### config.mk
export PLATFORM = sky130hd
export DESIGN_NAME = alu_op_sequencer
export DESIGN_NICKNAME = d
export VERILOG_FILES = /design/src/rtl/alu_op_sequencer.sv
export SDC_FILE = /design/constraint.sdc
export NUM_CORES = 1
export LEC_CHECK = 0
export BUFFER_PORTS_ARGS = -buffer_cell sky130_fd_sc_hd__clkbuf_2
export CAP_MARGIN = 10
export CORE_MARGIN = 1
export CORE_UTILIZATION = 40
export CTS_CLUSTER_SIZE = 28
export DETAILED_ROUTE_END_ITERATION = 12
export PLACE_DENSITY = 0.68
export SLEW_MARGIN = 10
export SYNTH_ARGS = -nofsm -noshare
export SYNTH_HDL_FRONTEND = slang
export SYNTH_SLANG_ARGS = --single-unit
### constraint.sdc
create_clock -name iClk -period 2.5 [get_ports iClk]
set_clock_uncertainty 0.1 [all_clocks]
set_input_delay 0.25 -clock iClk [delete_from_list [all_inputs] [get_ports iClk]]
set_output_delay 0.25 -clock iClk [all_outputs]
set_load 0.005 [all_outputs]
### src/rtl/alu_op_sequencer.sv
// alu_op_sequencer: buffers ALU commands in a small FIFO, issues them one at a time
// to an external combinational ALU and returns the captured result with flags.
`default_nettype none

module alu_op_sequencer #(
  parameter int WIDTH = 16,
  parameter int DEPTH = 4
) (
  input  logic                         iClk,
  input  logic                         iRst_n,
  input  logic                         iCmdValid,
  output logic                         oCmdReady,
  input  logic [3:0]                   iCmdOp,
  input  logic [WIDTH-1:0]             iCmdA,
  input  logic [WIDTH-1:0]             iCmdB,
  output logic [WIDTH-1:0]             oAluA,
  output logic [WIDTH-1:0]             oAluB,
  output logic [3:0]                   oAluCtrl,
  input  logic [WIDTH-1:0]             iAluOut,
  input  logic                         iAluCarry,
  output logic                         oRspValid,
  input  logic                         iRspReady,
  output logic [WIDTH-1:0]             oRspData,
  output logic                         oRspCarry,
  output logic                         oRspZero,
  output logic                         oRspErr,
  output logic [$clog2(DEPTH+1)-1:0]   oCount
);

  localparam int PTR_W = $clog2(DEPTH);
  localparam int CNT_W = $clog2(DEPTH+1);
  localparam logic [3:0] OP_ADD = 4'b0010;
  localparam logic [3:0] OP_DIV = 4'b1000;

  typedef enum logic [1:0] {
    ST_IDLE  = 2'd0,
    ST_ISSUE = 2'd1,
    ST_RESP  = 2'd2
  } state_t;

  typedef struct packed {
    logic [3:0]       op;
    logic [WIDTH-1:0] a;
    logic [WIDTH-1:0] b;
  } cmd_t;

  cmd_t             mem_q [DEPTH];
  cmd_t             mem_d [DEPTH];
  logic [PTR_W-1:0] wr_ptr_q, wr_ptr_d;
  logic [PTR_W-1:0] rd_ptr_q, rd_ptr_d;
  logic [CNT_W-1:0] count_q, count_d;
  state_t           state_q, state_d;

  logic [WIDTH-1:0] alu_a_q, alu_a_d;
  logic [WIDTH-1:0] alu_b_q, alu_b_d;
  logic [3:0]       alu_ctrl_q, alu_ctrl_d;

  logic             rsp_valid_q, rsp_valid_d;
  logic [WIDTH-1:0] rsp_data_q, rsp_data_d;
  logic             rsp_carry_q, rsp_carry_d;
  logic             rsp_zero_q, rsp_zero_d;
  logic             rsp_err_q, rsp_err_d;

  logic fifo_full;
  logic fifo_empty;
  logic push;
  logic pop;
  cmd_t head;
  logic cap_err;

  // Readiness comes from the registered count only, so a same-cycle pop never frees a slot.
  assign fifo_full  = (count_q == CNT_W'(DEPTH));
  assign fifo_empty = (count_q == '0);
  assign push       = iCmdValid & ~fifo_full;
  assign head       = mem_q[rd_ptr_q];
  assign cap_err    = (alu_ctrl_q > OP_DIV) | ((alu_ctrl_q == OP_DIV) & (alu_b_q == '0));

  always_comb begin
    for (int i = 0; i < DEPTH; i++) begin
      mem_d[i] = mem_q[i];
    end
    wr_ptr_d = wr_ptr_q;
    rd_ptr_d = rd_ptr_q;
    if (push) begin
      mem_d[wr_ptr_q] = '{op: iCmdOp, a: iCmdA, b: iCmdB};
      wr_ptr_d        = wr_ptr_q + PTR_W'(1);
    end
    if (pop) begin
      rd_ptr_d = rd_ptr_q + PTR_W'(1);
    end
    count_d = count_q + CNT_W'(push) - CNT_W'(pop);
  end

  always_comb begin
    state_d     = state_q;
    pop         = 1'b0;
    alu_a_d     = alu_a_q;
    alu_b_d     = alu_b_q;
    alu_ctrl_d  = alu_ctrl_q;
    rsp_valid_d = rsp_valid_q;
    rsp_data_d  = rsp_data_q;
    rsp_carry_d = rsp_carry_q;
    rsp_zero_d  = rsp_zero_q;
    rsp_err_d   = rsp_err_q;

    case (state_q)
      ST_IDLE: begin
        if (!fifo_empty) begin
          pop        = 1'b1;
          alu_a_d    = head.a;
          alu_b_d    = head.b;
          alu_ctrl_d = head.op;
          state_d    = ST_ISSUE;
        end
      end
      ST_ISSUE: begin
        // Erroring commands ignore the ALU output entirely.
        rsp_valid_d = 1'b1;
        rsp_err_d   = cap_err;
        rsp_data_d  = cap_err ? '0 : iAluOut;
        rsp_carry_d = ~cap_err & (alu_ctrl_q == OP_ADD) & iAluCarry;
        rsp_zero_d  = ~cap_err & (iAluOut == '0);
        state_d     = ST_RESP;
      end
      ST_RESP: begin
        if (iRspReady) begin
          rsp_valid_d = 1'b0;
          if (!fifo_empty) begin
            pop        = 1'b1;
            alu_a_d    = head.a;
            alu_b_d    = head.b;
            alu_ctrl_d = head.op;
            state_d    = ST_ISSUE;
          end else begin
            state_d = ST_IDLE;
          end
        end
      end
      default: begin
        state_d = ST_IDLE;
      end
    endcase
  end

  always_ff @(posedge iClk or negedge iRst_n) begin
    if (!iRst_n) begin
      for (int i = 0; i < DEPTH; i++) begin
        mem_q[i] <= '0;
      end
      wr_ptr_q    <= '0;
      rd_ptr_q    <= '0;
      count_q     <= '0;
      state_q     <= ST_IDLE;
      alu_a_q     <= '0;
      alu_b_q     <= '0;
      alu_ctrl_q  <= '0;
      rsp_valid_q <= 1'b0;
      rsp_data_q  <= '0;
      rsp_carry_q <= 1'b0;
      rsp_zero_q  <= 1'b0;
      rsp_err_q   <= 1'b0;
    end else begin
      for (int i = 0; i < DEPTH; i++) begin
        mem_q[i] <= mem_d[i];
      end
      wr_ptr_q    <= wr_ptr_d;
      rd_ptr_q    <= rd_ptr_d;
      count_q     <= count_d;
      state_q     <= state_d;
      alu_a_q     <= alu_a_d;
      alu_b_q     <= alu_b_d;
      alu_ctrl_q  <= alu_ctrl_d;
      rsp_valid_q <= rsp_valid_d;
      rsp_data_q  <= rsp_data_d;
      rsp_carry_q <= rsp_carry_d;
      rsp_zero_q  <= rsp_zero_d;
      rsp_err_q   <= rsp_err_d;
    end
  end

  assign oCmdReady = ~fifo_full;
  assign oCount    = count_q;
  assign oAluA     = alu_a_q;
  assign oAluB     = alu_b_q;
  assign oAluCtrl  = alu_ctrl_q;
  assign oRspValid = rsp_valid_q;
  assign oRspData  = rsp_data_q;
  assign oRspCarry = rsp_carry_q;
  assign oRspZero  = rsp_zero_q;
  assign oRspErr   = rsp_err_q;

endmodule

`default_nettype wire
Word level (Yosys, flattened, before mapping)
Index checks and enable logic that the tools add are counted.
{"block": "totals", "regBits": 209, "in_bits": 57, "wordCells": 84}
{"block": "op_classes", "add_sub_neg": 4, "magnitude_cmp": 4, "n_eq_ne": 7, "n_mux": 25, "bitwise_logic": 10, "reduce_logical": 10}
{"op": "144-bit bitwise mux", "n": 1}
{"op": "36-bit 2-to-1 mux", "n": 3}
{"op": "16-bit 2-to-1 mux", "n": 5}
{"op": "36-bit binary-select mux with 2-bit select", "n": 1}
{"op": "36-bit demux with 2-bit select", "n": 1}
{"op": "16-bit case mux with 2 select lines", "n": 2}
{"op": "16-bit zero test", "n": 2}
{"op": "4-bit 2-to-1 mux", "n": 2}
{"op": "4-bit case mux with 2 select lines", "n": 1}
{"op": "3-bit >= comparator, second input constant", "n": 2}
{"op": "2-bit NOT with 3-bit output", "n": 2}
{"op": "2-bit case mux with 3 select lines", "n": 1}
{"op": "2-bit AND reduction", "n": 3}
{"op": "1-bit AND", "n": 5}
{"op": "2-bit by 1-bit adder with 2-bit output, second input constant", "n": 2}
{"op": "4-bit by 2-bit equality test with 1-bit output, second input constant", "n": 1}
{"op": "4-bit equality test, second input constant", "n": 1}
{"op": "4-bit > comparator, second input constant", "n": 1}
{"op": "1-bit 2-to-1 mux", "n": 4}
{"op": "2-bit 2-to-1 mux", "n": 2}
{"op": "2-bit != test, second input constant", "n": 2}
{"op": "1-bit case mux with 2 select lines", "n": 2}
{"op": "2-bit nonzero test", "n": 2}
{"op": "3-bit by 1-bit adder with 3-bit output", "n": 1}
{"op": "10 further kinds", "n": 11}

Depth between registers and ports, before layout
Gate-level depths: netlist of the first run.
{"block": "depth", "ltp_word": 7, "ltp_mapped": 10, "depth_no_buf": 9}

Worst setup path before layout of the first run
OpenSTA, ideal clock, no wires.
{"block": "synth_path", "path_type": "register to register", "startpoint": "register count_q[2] (netlist: oCount[2])", "endpoint": "register count_q[2] (netlist: oCount[2])", "setup_time_ps": 128, "arrival_ps": 2305, "required_ps": 2272, "slack_ps": -33, "path_stages_with_launch": 11, "path_buffers": 2, "period_less_slack_ps": 2533, "path_cell_list": "dfrtp_1 -> nor3_1 -> nor3b_2 -> buf_2 -> buf_4 -> ha_1 -> inv_1 -> ha_1 -> fa_1 -> xor2_1 -> xnor2_1"}
{"block": "synth_via", "elab_chain_len": 5, "elab_cells_between_ends": 9, "cone_classes": "add/sub: 2; eq/ne: 1; mux: 3; bitwise: 2; reduce/logical: 1"}
{"element": "from (decl)", "line": "51", "rtl": "logic [CNT_W-1:0] count_q, count_d;"}
{"element": "from (signal assigned)", "line": "168", "rtl": "count_q <= count_d;"}
{"element": "3-bit zero test *", "line": "73", "rtl": "assign fifo_empty = (count_q == '0);"}
{"element": "1-bit 2-to-1 mux *", "line": "108, 128"}
{"element": "1-bit 2-to-1 mux", "line": "126", "rtl": "if (iRspReady) begin"}
{"element": "1-bit case mux with 2 select lines *", "line": "106", "rtl": "case (state_q)"}
{"element": "net pop", "line": "67", "rtl": "logic pop;"}
{"element": "3-bit by 1-bit subtractor with 3-bit output *", "line": "91", "rtl": "count_d = count_q + CNT_W'(push) - CNT_W'(pop);"}
{"element": "net count_d[2]", "line": "51"}
Mark *: on every way through the listed nets, which the timed path passes. The rest lies on a longest branch.
A chain may end at the register's enable or synchronous reset.

Worst setup path after layout of the first run
{"block": "layout_path", "startpoint": "register count_q[2] (netlist: oCount[2])", "endpoint": "register count_q[2] (netlist: oCount[2])"}
{"block": "layout_via", "elab_chain_len": 5, "elab_cells_between_ends": 9, "cone_classes": "add/sub: 2; eq/ne: 1; mux: 3; bitwise: 2; reduce/logical: 1"}
{"element": "3-bit equality test / 3-bit zero test (equally long branches)", "line": "72, 73"}
{"element": "1-bit NOT / 1-bit 2-to-1 mux (equally long branches)", "line": "74, 108, 128"}
{"element": "1-bit AND / 1-bit 2-to-1 mux (equally long branches)", "line": "74, 126"}
{"element": "3-bit by 1-bit adder with 3-bit output / 1-bit case mux with 2 select lines (equally long branches)", "line": "91, 106"}
{"element": "3-bit by 1-bit subtractor with 3-bit output *", "line": "91"}
{"element": "net count_d[2]", "line": "51"}
Marked as above.

==> results of run 1 <==
## power by group through the flow
stage | Combinational, W | Sequential (W) | Clock, W
5_1_grt | 0.00641 | 0.00648 | 0.00322
3_5_place_dp | 0.00593 | 0.00631 | 0
6_report | 0.00589 | 0.00625 | 0.00300
2_1_floorplan | 0.00444 | 0.00589 | 0
3_3_place_gp | 0.00573 | 0.00614 | 0
4_1_cts | 0.00602 | 0.00626 | 0.00309
## flip-flops by register name, indices dropped and copies added (netlist names), 2 cells and up
signal    count
oCount        3
mem_q       144
oAluCtrl      4
wr_ptr_q      2
oAluB        16
oRspData     16
oAluA        16
state_q       2
rd_ptr_q      2
## worst reg2reg max path, delay by kind of cell, from the launching register on
family	cells	cell delay (ns)
flip-flops	1	0.46
buffers and inverters	1	0.04
XOR/XNOR	2	0.31
AND/OR/NAND/NOR	2	0.38
adder cells (fa/ha/maj)	3	0.85
## metrics by stage
step | utilization, % | instances
after floorplan | - | 562
after global placement | 45.5 | 948
after detailed placement | 45.5 | 948
after CTS | 51.0 | 1040
after global routing | 51.1 | 1041
final | 51.1 | 1041
## path summary, 6_finish.rpt
kind                               endpoint  cells after the start
min in group iClk               wr_ptr_q[0]                      4
worst max register to register    oCount[2]                      8
max in group asynchronous         mem_q[78]                      3
worst min-delay path              mem_q[55]                      2
worst min register to register    oRspCarry                      2
worst max-delay path              oCount[2]                      8
## kinds of logic (layout without fill, tap and decap cells)
kind of cell / count (synthesis) / count (layout) / share of synthesized area (%)
compound gates: 25 / 25 / 1.64
xor+xnor: 5 / 5 / 0.487
fa+ha+maj: 7 / 7 / 1.06
buf+inv: 36 / 234 / 2.74
flops: 209 / 209 / 58.1
mux: 216 / 216 / 32.4
other cells: 0 / 1 / 0
simple gates: 64 / 64 / 3.57
## cell type report
cell class	count	area share, %
antenna	1	0.0223
clock buffer	31	5.58
clock inverter	6	0.268
inverter	7	0.234
multi-input combinational	317	31.5
sequential	209	46.7
tap	280	3.12
timing repair buffer	190	12.6
## placed cells by master, fill, tap and decap left out, types with 2 or more instances in the layout
cell type | Yosys | routed
sky130_fd_sc_hd__a21oi_1 | 18 | 18
sky130_fd_sc_hd__buf_12 | 0 | 10
sky130_fd_sc_hd__buf_4 | 3 | 9
sky130_fd_sc_hd__clkbuf_1 | 3 | 6
sky130_fd_sc_hd__clkbuf_16 | 0 | 23
sky130_fd_sc_hd__clkbuf_2 | 0 | 115
sky130_fd_sc_hd__clkbuf_8 | 0 | 3
sky130_fd_sc_hd__clkinv_2 | 0 | 6
sky130_fd_sc_hd__dfrtp_1 | 209 | 207
sky130_fd_sc_hd__dfrtp_2 | 0 | 2
sky130_fd_sc_hd__dlygate4sd3_1 | 0 | 55
sky130_fd_sc_hd__ha_1 | 6 | 6
sky130_fd_sc_hd__inv_1 | 7 | 7
sky130_fd_sc_hd__mux2_2 | 159 | 159
sky130_fd_sc_hd__mux2_4 | 21 | 21
sky130_fd_sc_hd__mux4_2 | 36 | 36
sky130_fd_sc_hd__nand2_1 | 40 | 40
sky130_fd_sc_hd__nand2_4 | 4 | 4
sky130_fd_sc_hd__nand2b_1 | 2 | 2
sky130_fd_sc_hd__nand4_1 | 2 | 2
sky130_fd_sc_hd__nor2_1 | 2 | 2
sky130_fd_sc_hd__nor4_1 | 8 | 8
sky130_fd_sc_hd__o21ai_0 | 3 | 3
sky130_fd_sc_hd__xnor2_1 | 3 | 3
sky130_fd_sc_hd__xor2_1 | 2 | 2
## layer usage
metal	vias to the layer above	wire, um	share of wire (%)
li1	2411	-	-
met1	2811	8180	42
met2	110	10100	52
met3	38	762	3.9
met4	2	406	2.1
met5	-	13	0.067
## timing repair
| action | CTS | global route |
|---|---|---|
| hold buffers | 55 | 0 |
| hold endpoints to repair | 227 | 0 |
| endpoints found under the setup margin | 0 | 0 |
==> load_flow_metrics.sql, run 1 <==
INSERT INTO impl_metrics (metric_group, metric, value, unit) VALUES
('cells_and_area', 'layout-drive-gt1-share', '51.6', '%'),
('yosys', 'synth.distinct_cells', '31', ''),
('yosys', 'synth_common_cells', '209 x sky130_fd_sc_hd__dfrtp_1, 159 x sky130_fd_sc_hd__mux2_2, 40 x sky130_fd_sc_hd__nand2_1', ''),
('yosys', 'yosysTopAreaCellShare', '58.1', '%'),
('yosys', 'synthesis.yosys.warnings', '0', ''),
('timing', 'setup_repair_after_global_routing_missed_its_margin', 'false', ''),
('yosys', 'yosysSeqAreaShare', '58.1', '%'),
('clock_tree', 'cts_root_buffer', 'sky130_fd_sc_hd__clkbuf_16', ''),
('clock_tree', 'cts-buffers-inserted', '22', ''),
('placement', 'placedInstanceArea', '10000', 'um2'),
('critical_path', 'timing.critical_path.max_delay_family', 'adder cells', ''),
('critical_path', 'critical_path.startpoint_type', 'register', ''),
('floorplan', 'dieHeight', '152', 'um'),
('yosys', 'synth.area.top_cells', 'sky130_fd_sc_hd__dfrtp_1 58%, sky130_fd_sc_hd__mux2_2 20%, sky130_fd_sc_hd__mux4_2 9.0%', ''),
('critical_path', 'critical_path_required', '2.77', 'ns'),
('yosys', 'synth.net_count', '626', ''),
('yosys', 'syn-instance-count', '562', ''),
('clock_tree', 'ctsResizeCount', '0', ''),
('yosys', 'count_of_flip_flops_with_a_built_in_enable_after_synthesis', '0', ''),
('critical_path', 'critPathSlowestCell', 'sky130_fd_sc_hd__dfrtp_1', ''),
('clock_tree', 'tritoncts', 'built', ''),
('global_routing', 'global_route.overflow_total', '0', ''),
('cells_and_area', 'combined_flip_flop_and_latch_cell_area', '5230', 'um2'),
('global_routing', 'grt_max_degree', '72', ''),
('critical_path', 'worstReg2RegStart', 'oCount[2]', ''),
('run_status', 'status', 'finished with violations', ''),
('yosys', 'yosys.cell_count.top_type', 'sky130_fd_sc_hd__dfrtp_1', ''),
('power_and_ir_drop', 'netSwitchingFraction', '30.5', '%'),
('floorplan', 'row_count', '54', ''),
('global_routing', 'grt_most_used_layer', 'met2', ''),
('timing', 'setup_slack', '0.250', 'ns'),
('power_and_ir_drop', 'net-switching-power', '0.00462', 'W'),
('floorplan', 'boundaryPins', '117', ''),
('power_and_ir_drop', 'power.ir.vdd_worst', '0.000462', 'V'),
('power_and_ir_drop', 'share_comb_of_total_power', '38.9', '%'),
('clock_tree', 'cts.htree.levels', '1', ''),
('floorplan', 'initial_util', '41.0', '%'),
('yosys', 'synth_seq_cells', '209', ''),
('cells_and_area', 'final.fill_count', '1799', ''),
('timing', 'part_of_the_cycle_the_worst_path_needs', '90.0', '%'),
('floorplan', 'die_width', '152', 'um'),
('critical_path', 'critical_path.n_buffers_inverters', '1', ''),
('timing', 'max-slew-margin-rel', '48.9', '%'),
('power_and_ir_drop', 'p_int', '0.0105', 'W'),
('placement', 'place.port_buffers', '116', ''),
('yosys', 'yosysTopAreaCell', 'sky130_fd_sc_hd__dfrtp_1', ''),
('timing', 'minimum_clock_period_after_layout', '2.25', 'ns'),
('global_routing', 'met1_capacity_usage_during_global_routing', '21.6', '%'),
('run_status', 'violations', 'DRC', ''),
('cells_and_area', 'flow.area_growth_from_synthesis', '24.5', '%'),
('cells_and_area', 'final_design_area_no_fill', '11200', 'um2'),
('global_routing', 'grt_first_pass_wirelength', '32200', 'um'),
('timing', 'fin_tns_setup', '0', 'ns'),
('power_and_ir_drop', 'powerDensity', '1350', 'nW/um2'),
('yosys', 'asyncSetResetFlopFracSynth', '100', '%'),
('drt', 'detail_route.vias_per_cell', '5.16', ''),
('timing', 'final-hold-violation-count', '0', ''),
('power_and_ir_drop', 'share_seq_of_total_power', '41.3', '%'),
('critical_path', 'crit_path_end_kind', 'register', ''),
('drt', 'drc_errors', '20', ''),
('clock_tree', 'cts.clk_slew.worst_paths', '0.06', 'ns'),
('global_routing', 'use_met2', '31.6', '%'),
('run', 'max_cap_violations', '0', ''),
('power_and_ir_drop', 'power.leakage', '5.09', 'nW'),
('floorplan', 'core_region_area', '22000', 'um2'),
('drt', 'avgRoutedWirePerCell', '18.7', 'um'),
('timing', 'finalSetupViolCount', '0', ''),
('yosys', 'synthesis.area', '9000', 'um2'),
('placement', 'routabilityCongestion', '0.743', ''),
('clock_tree', 'cts-root-to-sink-buffers', '3', ''),
('yosys', 'syn_avg_cell_area', '16.0', 'um2');
Power figures use the tool's default switching activity.
==> inputs of run 2 (changes only) <==
--- a/config.mk
+++ b/config.mk
@@ -8,10 +8,10 @@
 export BUFFER_PORTS_ARGS = -buffer_cell sky130_fd_sc_hd__clkbuf_2
 export CAP_MARGIN = 10
 export CORE_MARGIN = 1
-export CORE_UTILIZATION = 40
+export CORE_UTILIZATION = 52
 export CTS_CLUSTER_SIZE = 28
 export DETAILED_ROUTE_END_ITERATION = 12
-export PLACE_DENSITY = 0.68
+export PLACE_DENSITY = 0.83
 export SLEW_MARGIN = 10
 export SYNTH_ARGS = -nofsm -noshare
 export SYNTH_HDL_FRONTEND = slang
==> run 2 against run 1 <==
  * Sequential cell count unchanged
  * Cell count decreased by 6.0%
  * Largest power group unchanged
  * Wire length decreased by 2.2%
  * Register-to-register slack got worse by 0.05 ns
  * Power increased by 1.8%
  * First-iteration DRC count increased by 82%
  * Sequential power about the same
  * Clock-buffer cell count unchanged
  * Clock power increased by 8.3%
  * The run now ends clean
==> load_flow_metrics.sql, run 2 (synthesized netlist as in run 1, its figures left out) <==
INSERT INTO impl_metrics (metric_group, metric, value, unit) VALUES
('run_status', 'status', 'finished, final reports clean', ''),
('timing', 'minimum_clock_period_after_layout', '2.30', 'ns'),
('drt', 'detail_route.vias_per_cell', '5.53', ''),
('critical_path', 'critical_path_required', '2.77', 'ns'),
('cells_and_area', 'flow.area_growth_from_synthesis', '23.8', '%'),
('cells_and_area', 'layout.cells.most_common', 'sky130_fd_sc_hd__dfrtp_1', ''),
('cells_and_area', 'top_register', 'mem_q', ''),
('critical_path', 'critical_path.cell_chain', 'nor3_2, nor3b_4, ha_1, inv_1, ha_1, fa_1, xor2_1, xnor2_1', ''),
('critical_path', 'crit_fanout', '5', ''),
('clock_tree', 'clk-insertion-delay-late', '0.49', 'ns'),
('min_path', 'holdPathEnd', 'oRspValid', ''),
('clock_tree', 'cts.clk_slew.worst_paths', '0.06', 'ns'),
('cells_and_area', 'mostFrequentLayoutCells', '207 x sky130_fd_sc_hd__dfrtp_1, 159 x sky130_fd_sc_hd__mux2_2, 115 x sky130_fd_sc_hd__clkbuf_2, 54 x sky130_fd_sc_hd__dlygate4sd3_1, 40 x sky130_fd_sc_hd__nand2_1', ''),
('critical_path', 'crit_path_end_kind', 'register', ''),
('critical_path', 'critical_path.reg2reg.endpoint', 'oCount[2]', ''),
('global_routing', 'gr-usage-all-layers', '22.3', '%'),
('drt', 'drt-total-wl', '19000', 'um'),
('global_routing', 'grt_first_pass_wirelength', '31200', 'um'),
('clock_tree', 'cts_root_buffer', 'sky130_fd_sc_hd__clkbuf_16', ''),
('floorplan', 'core_region_area', '16800', 'um2'),
('clock_tree', 'tritoncts', 'built', ''),
('placement', 'place.port_buffers', '116', ''),
('floorplan', 'die_area', '17800', 'um2'),
('critical_path', 'worstReg2RegStart', 'oCount[2]', ''),
('global_routing', 'grt_antenna_before_repair', '1', ''),
('floorplan', 'dieHeight', '134', 'um'),
('timing', 'setup_repair_after_global_routing_missed_its_margin', 'false', ''),
('timing', 'max-slew-margin-rel', '50.7', '%'),
('critical_path', 'arrival', '2.57', 'ns'),
('floorplan', 'die_width', '134', 'um'),
('floorplan', 'row_count', '47', ''),
('cells_and_area', 'layout-drive-gt1-share', '51.6', '%'),
('timing', 'maxClockFrequency', '435', 'MHz'),
('cells_and_area', 'nNetsFinal', '807', ''),
('critical_path', 'ff2ff_setup_slack', '0.20', 'ns'),
('cells_and_area', 'share_of_the_core_filled_with_cells_in_the_final_layout', '66.5', '%'),
('drt', 'detailedRoute.firstPassIterationCount', '4', ''),
('power_and_ir_drop', 'power.leakage', '5.09', 'nW'),
('min_path', 'timing.hold.worst.class', 'primary input to register', ''),
('clock_tree', 'cts-root-to-sink-buffers', '3', ''),
('clock_tree', 'cts.htree.levels', '1', ''),
('critical_path', 'critical_path.startpoint_type', 'register', ''),
('drt', 'avgRoutedWirePerCell', '19.4', 'um'),
('critical_path', 'worst_path_largest_cell_delay', '0.46', 'ns'),
('drt', 'drc_errors', '0', ''),
('timing', 'tightestPinTransition', '0.740', 'ns'),
('floorplan', 'initial_util', '53.7', '%'),
('min_path', 'hold_path_startpoint', 'iRspReady', ''),
('drt', 'drc_violation_total_after_the_first_tritonroute_iteration', '266', ''),
('critical_path', 'worstRegToRegCells', '8', ''),
('timing', 'finalSetupViolCount', '0', ''),
('critical_path', 'worst-setup-path-type', 'register to register', ''),
('drt', 'drtAntennaViolNets', '0', ''),
('global_routing', 'via_count_of_the_first_global_routing_pass', '5966', ''),
('run', 'max_cap_violations', '0', ''),
('placement', 'place_hpwl', '11900', 'um'),
('critical_path', 'timing.critical_path.mode_cell', 'sky130_fd_sc_hd__ha_1', ''),
('clock_tree', 'cts-buffers-inserted', '21', ''),
('critical_path', 'critPathSlowestCell', 'sky130_fd_sc_hd__dfrtp_1', ''),
('power_and_ir_drop', 'powerDensity', '1380', 'nW/um2'),
('timing', 'final-hold-violation-count', '0', ''),
('floorplan', 'boundaryPins', '117', ''),
('global_routing', 'grt_max_degree', '69', ''),
('timing', 'fin_tns_setup', '0', 'ns'),
('timing', 'part_of_the_cycle_the_worst_path_needs', '92.1', '%'),
('drt', 'via_count', '5418', ''),
('timing', 'drv_slew', '0', ''),
('cells_and_area', 'max_reg_flops', '144', ''),
('power_and_ir_drop', 'power.ir.vdd_worst', '0.000583', 'V'),
('clock_tree', 'cts_num_sinks', '209', ''),
('min_path', 'holdPathStages', '4', ''),
('global_routing', 'global_route.overflow_total', '0', ''),
('placement', 'routabilityCongestion', '0.806', '');
run 2: cell types whose count changed in the layout (fill, tap and decap cells not counted), sizes merged:
cell,change
clkinv,-3
bufinv,+3
dlygate4sd3,-1
inv,+1
buf,-2
run 2: critical path, delay by kind of cell, from the launching register on:
kind | cells | cell delay [ns]
AND/OR/NAND/NOR | 2 | 0.40
adder cells (fa/ha/maj) | 3 | 0.86
XOR/XNOR | 2 | 0.33
buffers and inverters | 1 | 0.04
flip-flops | 1 | 0.46
run 2: area by class of cell:
class,count,area (um2)
Clock buffer,31,603
Fill cell,1145,5610
Timing Repair Buffer,187,1360
Tap cell,220,275
Antenna cell,1,2.50
Inverter,7,26.3
Clock inverter,7,114
Multi-Input combinational cell,317,3540
Sequential cell,209,5230
run 2: how the worst max path moves through the flow:
stage,from,end,slack (ns),depth (start not counted)
floorplan,oCount[2],oCount[2],0.03,10
global placement,oCount[2],oCount[2],0.30,8
detailed placement,oCount[2],oCount[2],0.20,8
CTS,oCount[2],oCount[2],0.19,8
global route,oCount[2],oCount[2],0.1,8
finish,oCount[2],oCount[2],0.20,8
run 2: stage by stage:
| step | setup WS, ns | hold slack [ns] | cell area [um2] | cells | power, W |
|---|---|---|---|---|---|
| after global placement | 0.304 | 0.169 | 9890 | 886 | 0.0117 |
| after floorplan | 0.0266 | -0.146 | 9010 | 562 | 0.0103 |
| final | 0.199 | 0.0339 | 11100 | 979 | 0.0154 |
| after detailed placement | 0.196 | 0.178 | 9890 | 886 | 0.0122 |
| after global routing | 0.0955 | 0.0502 | 11100 | 979 | 0.0163 |
| after CTS | 0.187 | 0.0177 | 11100 | 978 | 0.0155 |
run 2: power breakdown:
part	switching, W	leakage (nW)	total (W)	internal, W
Combinational	0.00231	2.24	0.00592	0.00362
Clock	0.00127	0.353	0.00325	0.00198
Sequential	0.00109	2.50	0.00624	0.00515
Total	0.00466	5.09	0.0154	0.0107
run 2: timing repair:
action,CTS,global route
buffers inserted,0,0
hold endpoints to repair,225,0
hold buffers,54,0
gates resized for setup,0,0
run 2: metal layers:
metal  up-vias  GRT usage, %  part of all wire [%]  wire length [um]
met5         -             0                     0                 0
met4         0          5.93                   1.5               278
met3        20          3.84                   4.8               907
met2       122          39.6                    52              9860
met1      2876          28.4                    42              7950
li1       2400             -                     -                 -
